[src/rtl/alu_pkg.sv]
// Shared ALU control definitions: ALUControl codes, ALUOp/funct3 values, issue FSM states.
package alu_pkg;

  localparam int unsigned ALU_CTRL_W = 4;

  localparam logic [ALU_CTRL_W-1:0] ALU_ADD = 4'b0010;
  localparam logic [ALU_CTRL_W-1:0] ALU_SUB = 4'b0110;
  localparam logic [ALU_CTRL_W-1:0] ALU_AND = 4'b0000;
  localparam logic [ALU_CTRL_W-1:0] ALU_OR  = 4'b0001;

  localparam logic [1:0] ALUOP_MEM    = 2'b00;
  localparam logic [1:0] ALUOP_BRANCH = 2'b01;
  localparam logic [1:0] ALUOP_RTYPE  = 2'b10;
  localparam logic [1:0] ALUOP_RSVD   = 2'b11;

  localparam logic [2:0] F3_ADDSUB = 3'b000;
  localparam logic [2:0] F3_AND    = 3'b111;
  localparam logic [2:0] F3_OR     = 3'b110;

  typedef enum logic [1:0] {
    ST_IDLE  = 2'b00,
    ST_ISSUE = 2'b01,
    ST_RESP  = 2'b10
  } state_e;

endpackage

[src/rtl/alu_op_decode.sv]
// Combinational ALUOp/funct3/funct7[5] to ALUControl decode; shared with the single-cycle control unit.
module alu_op_decode
  import alu_pkg::*;
(
  input  logic [1:0]            aluop,
  input  logic [2:0]            funct3,
  input  logic                  funct7b5,
  output logic [ALU_CTRL_W-1:0] ctrl_c,
  output logic                  illegal_c
);

  always_comb begin
    ctrl_c    = ALU_ADD;
    illegal_c = 1'b0;
    case (aluop)
      ALUOP_MEM:    ctrl_c = ALU_ADD;
      ALUOP_BRANCH: ctrl_c = ALU_SUB;
      ALUOP_RTYPE: begin
        case (funct3)
          F3_ADDSUB: ctrl_c = funct7b5 ? ALU_SUB : ALU_ADD;
          F3_AND:    ctrl_c = ALU_AND;
          F3_OR:     ctrl_c = ALU_OR;
          default:   illegal_c = 1'b1;
        endcase
      end
      ALUOP_RSVD:   illegal_c = 1'b1;
      default:      illegal_c = 1'b1;
    endcase
  end

endmodule

[src/rtl/alu_issue_ctrl.sv]
// Issues one decoded operation to the 64-bit ALU, holds its inputs for a settle time,
// and returns the captured result over a valid/ready response channel.
module alu_issue_ctrl
  import alu_pkg::*;
#(
  parameter int unsigned XLEN          = 64,
  parameter int unsigned SETTLE_CYCLES = 1,
  parameter int unsigned CNT_W         = 16
) (
  input  logic                  clk,
  input  logic                  rst_n,
  input  logic                  req_valid,
  output logic                  req_ready,
  input  logic [1:0]            req_aluop,
  input  logic [2:0]            req_funct3,
  input  logic                  req_funct7b5,
  input  logic [XLEN-1:0]       req_a,
  input  logic [XLEN-1:0]       req_b,
  output logic [XLEN-1:0]       alu_x,
  output logic [XLEN-1:0]       alu_y,
  output logic [ALU_CTRL_W-1:0] alu_ctrl,
  input  logic [XLEN-1:0]       alu_result,
  input  logic                  alu_zero,
  input  logic                  alu_cout,
  output logic                  rsp_valid,
  input  logic                  rsp_ready,
  output logic [XLEN-1:0]       rsp_result,
  output logic                  rsp_zero,
  output logic                  rsp_cout,
  output logic                  rsp_err,
  output logic [CNT_W-1:0]      ops_done
);

  localparam int unsigned SET_W = (SETTLE_CYCLES > 1) ? $clog2(SETTLE_CYCLES) : 1;

  state_e                  state_q, state_d;
  logic [SET_W-1:0]        settle_q, settle_d;
  logic [XLEN-1:0]         alu_x_d, alu_y_d, rsp_result_d;
  logic [ALU_CTRL_W-1:0]   alu_ctrl_d;
  logic                    rsp_zero_d, rsp_cout_d, rsp_err_d;
  logic [CNT_W-1:0]        ops_done_d;
  logic [ALU_CTRL_W-1:0]   dec_ctrl;
  logic                    dec_illegal;

  alu_op_decode u_dec (
    .aluop     (req_aluop),
    .funct3    (req_funct3),
    .funct7b5  (req_funct7b5),
    .ctrl_c    (dec_ctrl),
    .illegal_c (dec_illegal)
  );

  // Ready is a pure state decode, forced low while reset is held.
  assign req_ready = rst_n & (state_q == ST_IDLE);
  assign rsp_valid = (state_q == ST_RESP);

  always_ff @(posedge clk or negedge rst_n) begin
    if (!rst_n) state_q <= ST_IDLE;
    else        state_q <= state_d;
  end

  always_comb begin
    state_d      = state_q;
    settle_d     = settle_q;
    alu_x_d      = alu_x;
    alu_y_d      = alu_y;
    alu_ctrl_d   = alu_ctrl;
    rsp_result_d = rsp_result;
    rsp_zero_d   = rsp_zero;
    rsp_cout_d   = rsp_cout;
    rsp_err_d    = rsp_err;
    ops_done_d   = ops_done;
    case (state_q)
      ST_IDLE: begin
        if (req_valid) begin
          if (dec_illegal) begin
            // Illegal ops never touch the ALU inputs; answer immediately.
            rsp_result_d = '0;
            rsp_zero_d   = 1'b0;
            rsp_cout_d   = 1'b0;
            rsp_err_d    = 1'b1;
            state_d      = ST_RESP;
          end else begin
            alu_x_d    = req_a;
            alu_y_d    = req_b;
            alu_ctrl_d = dec_ctrl;
            settle_d   = SET_W'(SETTLE_CYCLES - 1);
            state_d    = ST_ISSUE;
          end
        end
      end
      ST_ISSUE: begin
        if (settle_q != '0) begin
          settle_d = settle_q - SET_W'(1);
        end else begin
          rsp_result_d = alu_result;
          rsp_zero_d   = alu_zero;
          rsp_cout_d   = alu_cout;
          rsp_err_d    = 1'b0;
          state_d      = ST_RESP;
        end
      end
      ST_RESP: begin
        if (rsp_ready) begin
          ops_done_d = ops_done + CNT_W'(1);
          state_d    = ST_IDLE;
        end
      end
      default: state_d = ST_IDLE;
    endcase
  end

  always_ff @(posedge clk or negedge rst_n) begin
    if (!rst_n) begin
      settle_q   <= '0;
      alu_x      <= '0;
      alu_y      <= '0;
      alu_ctrl   <= ALU_CTRL_W'(0);
      rsp_result <= '0;
      rsp_zero   <= 1'b0;
      rsp_cout   <= 1'b0;
      rsp_err    <= 1'b0;
      ops_done   <= '0;
    end else begin
      settle_q   <= settle_d;
      alu_x      <= alu_x_d;
      alu_y      <= alu_y_d;
      alu_ctrl   <= alu_ctrl_d;
      rsp_result <= rsp_result_d;
      rsp_zero   <= rsp_zero_d;
      rsp_cout   <= rsp_cout_d;
      rsp_err    <= rsp_err_d;
      ops_done   <= ops_done_d;
    end
  end

endmodule

[config.mk]
export PLATFORM = sky130hd
export DESIGN_NAME = alu_issue_ctrl
export DESIGN_NICKNAME = d
export VERILOG_FILES = /design/src/rtl/alu_pkg.sv /design/src/rtl/alu_op_decode.sv /design/src/rtl/alu_issue_ctrl.sv
export SDC_FILE = /design/constraint.sdc
export NUM_CORES = 1
export LEC_CHECK = 0
export ABC_AREA = 1
export ABC_CLOCK_PERIOD_IN_PS = 1700
export BUFFER_PORTS_ARGS = -buffer_cell sky130_fd_sc_hd__buf_2
export CAP_MARGIN = 15
export CORE_AREA = 3 3 164 166
export DETAILED_ROUTE_END_ITERATION = 16
export DIE_AREA = 0 0 167 169
export PLACE_DENSITY = 0.71
export SLEW_MARGIN = 10
export SYNTH_ARGS = -nofsm -noshare
export SYNTH_HDL_FRONTEND = slang
export SYNTH_SLANG_ARGS = --single-unit
[constraint.sdc]
create_clock -name clk -period 1.7 [get_ports clk]
set_clock_uncertainty 0.15 [all_clocks]
set_input_delay 0.425 -clock clk [delete_from_list [all_inputs] [get_ports clk]]
set_output_delay 0.425 -clock clk [all_outputs]
set_load 0.01 [all_outputs]
==> metrics.md <==
| Metric | Value |
|---|---|
| Synth Cell Area | `8518 um^2` |
| Iteration-0 DRC Markers | `723` |
| Gr busiest metal | `met2` |
| Critical path arrival | `1.35 ns` |
| Port-buffer cells | `419` |
| Final Setup Violations | `71` |
| Most common cell after layout, fill and taps aside | `nand2_1` |
| Top post-synthesis cells by area | `dfrtp_1, nand2_1, buf_2` |
| CTS tree | `yes` |
| VDD IR max | `0.8946 mV` |
| Req. time, crit path | `1.12 ns` |
| Synth top area share | `63.45%` |
| Hold slack | `0.02764 ns` |
| Post-Synthesis Cells | `990` |
| Outcome | `finished with violations` |
| Least-Margin Pin Slew | `0.7763 ns` |
| Yosys reg bits | `216` |
| Nets | `1863` |
| Clk sinks | `216` |
| Via count | `9334` |
| Vias per Instance | `4.646` |
| Wire per inst | `16.31 um` |
| Antenna violations before repair | `1` |
| Adder-cell area share of the yosys netlist | `0.5875%` |
| Num CTS Buffers | `25` |
| Met1 Track Usage GR | `23.98%` |
| Total GRT Usage | `20.44%` |
| Power per cell area | `1443 nW/um^2` |
| Fmax | `518.5 MHz` |
| Sequential fraction of the synthesis area | `63.45%` |
| Die X | `167 um` |
| Share of cells above drive strength 1 | `36.70%` |
| Ys Warns | `0` |
| Placed Cells incl. Taps | `1734` |
| Pre-antenna DRT Iters | `5` |
| Largest family of logic cells by synthesized area | `simple AND/OR/NAND/NOR gates` |
| CTS max path bufs | `3` |
| Avg Inst Size Synth | `8.604 um^2` |
| Row count | `59` |
| Fin cells | `2009` |
| WL final | `32.77 mm` |
| Max_cap viols | `0` |
| First-pass GRT wire length | `47.48 mm` |
| Starting Density | `33.06%` |
| Min cycle time layout | `1.928 ns` |
| Routability Congestion | `0.8614` |
| Lkg Pwr | `0.008294 uW` |
| Setup WS post-layout | `-0.2285 ns` |
| Fillers | `2072` |
| Max transition margin | `48.25%` |
| RSZ-0062 raised after global routing | `true` |
| CP max FO | `3` |
| Post-route ant nets | `0` |
| Period utilization | `113.4%` |
| Largest net degree at the start of global routing | `124` |
| Mapped Nets | `1198` |
| Compound-Gate Fraction of Synth Area | `0.6169%` |
| Clock transition at the registers of the reported paths | `0.06 ns` |
| Die height | `169 um` |
| Area delta synth->final | `73.81%` |
| CTS H-tree depth | `1` |
| Final core utilization | `57.47%` |
| GR Util met2 | `35.63%` |
| Crit end category | `primary output` |
| Leading area contributor after synthesis | `dfrtp_1` |
| Worst R2R Path Depth | `9` |
| Grt ovf | `0` |
| Failing checks | `negative setup slack` |
| Hold depth | `3` |
| Final slew viol count | `0` |
| Final hold vios | `0` |
| Setup CP Type | `reg2out` |
| Detailed placement HPWL | `19.14 mm` |
| Commonest cells after routing, fill and taps aside | `nand2_1, buf_2, dfrtp_1` |
| Post-route DRC | `0` |
| Root buffer cell | `clkbuf_16` |
| Io pins | `421` |
| Core Footprint | `25760 um^2` |
| Critical Path Source Type | `register` |
| Worst skew pair latency | `0.51 ns` |
| Met3 GRT Util | `3.807%` |
| Mux share of post-synthesis cell area | `0%` |
| Post-synth cell types | `22` |
| Vias in the first global route | `9358` |
| Xor/xnor cell area share of the yosys netlist | `0.8226%` |
| Post-Synth Simple-Gate Area | `30.74%` |
| Hold Path Class | `in2reg` |
| Die area | `28220 um^2` |
[power breakdown]
group	switching (uW)	total [uW]	internal, uW
Sequential	1280	8350	7070
Clock	2130	5320	3190
Combinational	4280	7700	3410
Total	7700	21400	13700
[kinds of logic (layout without fill, tap and decap cells)]
| family | Yosys count | in the layout |
|---|---|---|
| and+or+nand+nor | 685 | 686 |
| AOI/OAI and AO/OA | 10 | 10 |
| buffers and inverters | 66 | 748 |
| DFF | 216 | 216 |
| other | 1 | 2 |
| xor gates and xnor gates | 8 | 8 |
| adders and majority gates | 4 | 4 |
[critical path: stages (launching register included)]
cell and delay [ns]:
dfrtp_1 0.40, buf_6 0.13, nor3b_2 0.15, buf_2 0.17
[layer usage]
metal | wire length, um | part of all wire [%]
met1 | 12330 | 38
met2 | 16520 | 50
met3 | 2075 | 6.3
met4 | 1839 | 5.6
met5 | 0 | 0
[registers in the layout, indices dropped and copies added, names as in the netlist]
register	cells
rsp_err	1
alu_x	64
alu_y	64
rsp_cout	1
rsp_result	64
state_q	2
rsp_zero	1
alu_ctrl	3
ops_done	16
[worst paths after layout]
kind,startpoint,end,slack (ns)
worst min-delay path,alu_result[7],rsp_result[7],0.03
max in group asynchronous,rst_n,alu_x[53],0.28
worst max register to register,state_q[1],rsp_result[47],-0.18
worst max-delay path,state_q[1],req_ready,-0.23
worst min register to register,rsp_result[41],rsp_result[41],0.32
min in group asynchronous,rst_n,alu_x[35],0.46
[metrics by stage]
stage               worst slack, ns  cell area (um^2)  total power (uW)  setup TNS, ns
global placement            -0.1888             11210             14310         -23.02
finish                      -0.2285             14810             21370         -9.913
floorplan                    0.1086              8518             11120              0
CTS                         -0.2382             14030             20350        -0.4129
global route                -0.3130             14810             22550         -12.76
detailed placement          -0.2299             11210             14470         -27.59
[repair_timing]
action,in CTS,in global routing
hold buffers,194,0
endpoints found under the hold margin,409,0
setup buffers,10,16
pin swaps,1,16
resized for setup,7,124
cloned,0,11
endpoints found under the setup margin,7,112
[cells in the mapped netlist]
cell	n
a21oi_1	4
buf_2	23
nand3_1	4
nand4_1	2
nor2_2	3
conb_1	1
xnor2_1	2
buf_4	11
o31ai_1	1
nand3b_1	3
inv_1	22
o21ai_0	5
clkbuf_1	9
nor3b_1	1
dfrtp_1	216
ha_1	4
nand3_2	2
nor2_1	23
xor2_1	6
inv_2	1
nand2_1	646
nor4_1	1
[layout make-up]
type	count	area [um^2]	share of cell area, %
tap	335	419.2	2.831
clock inverter	9	98.84	0.6676
multi-input combinational	709	3177	21.46
clock buffer	36	706.9	4.775
inverter	23	92.59	0.6254
antenna	1	2.502	0.01690
sequential	216	5410	36.54
timing repair buffer	680	4898	33.09
Power figures use the tool's default switching activity.
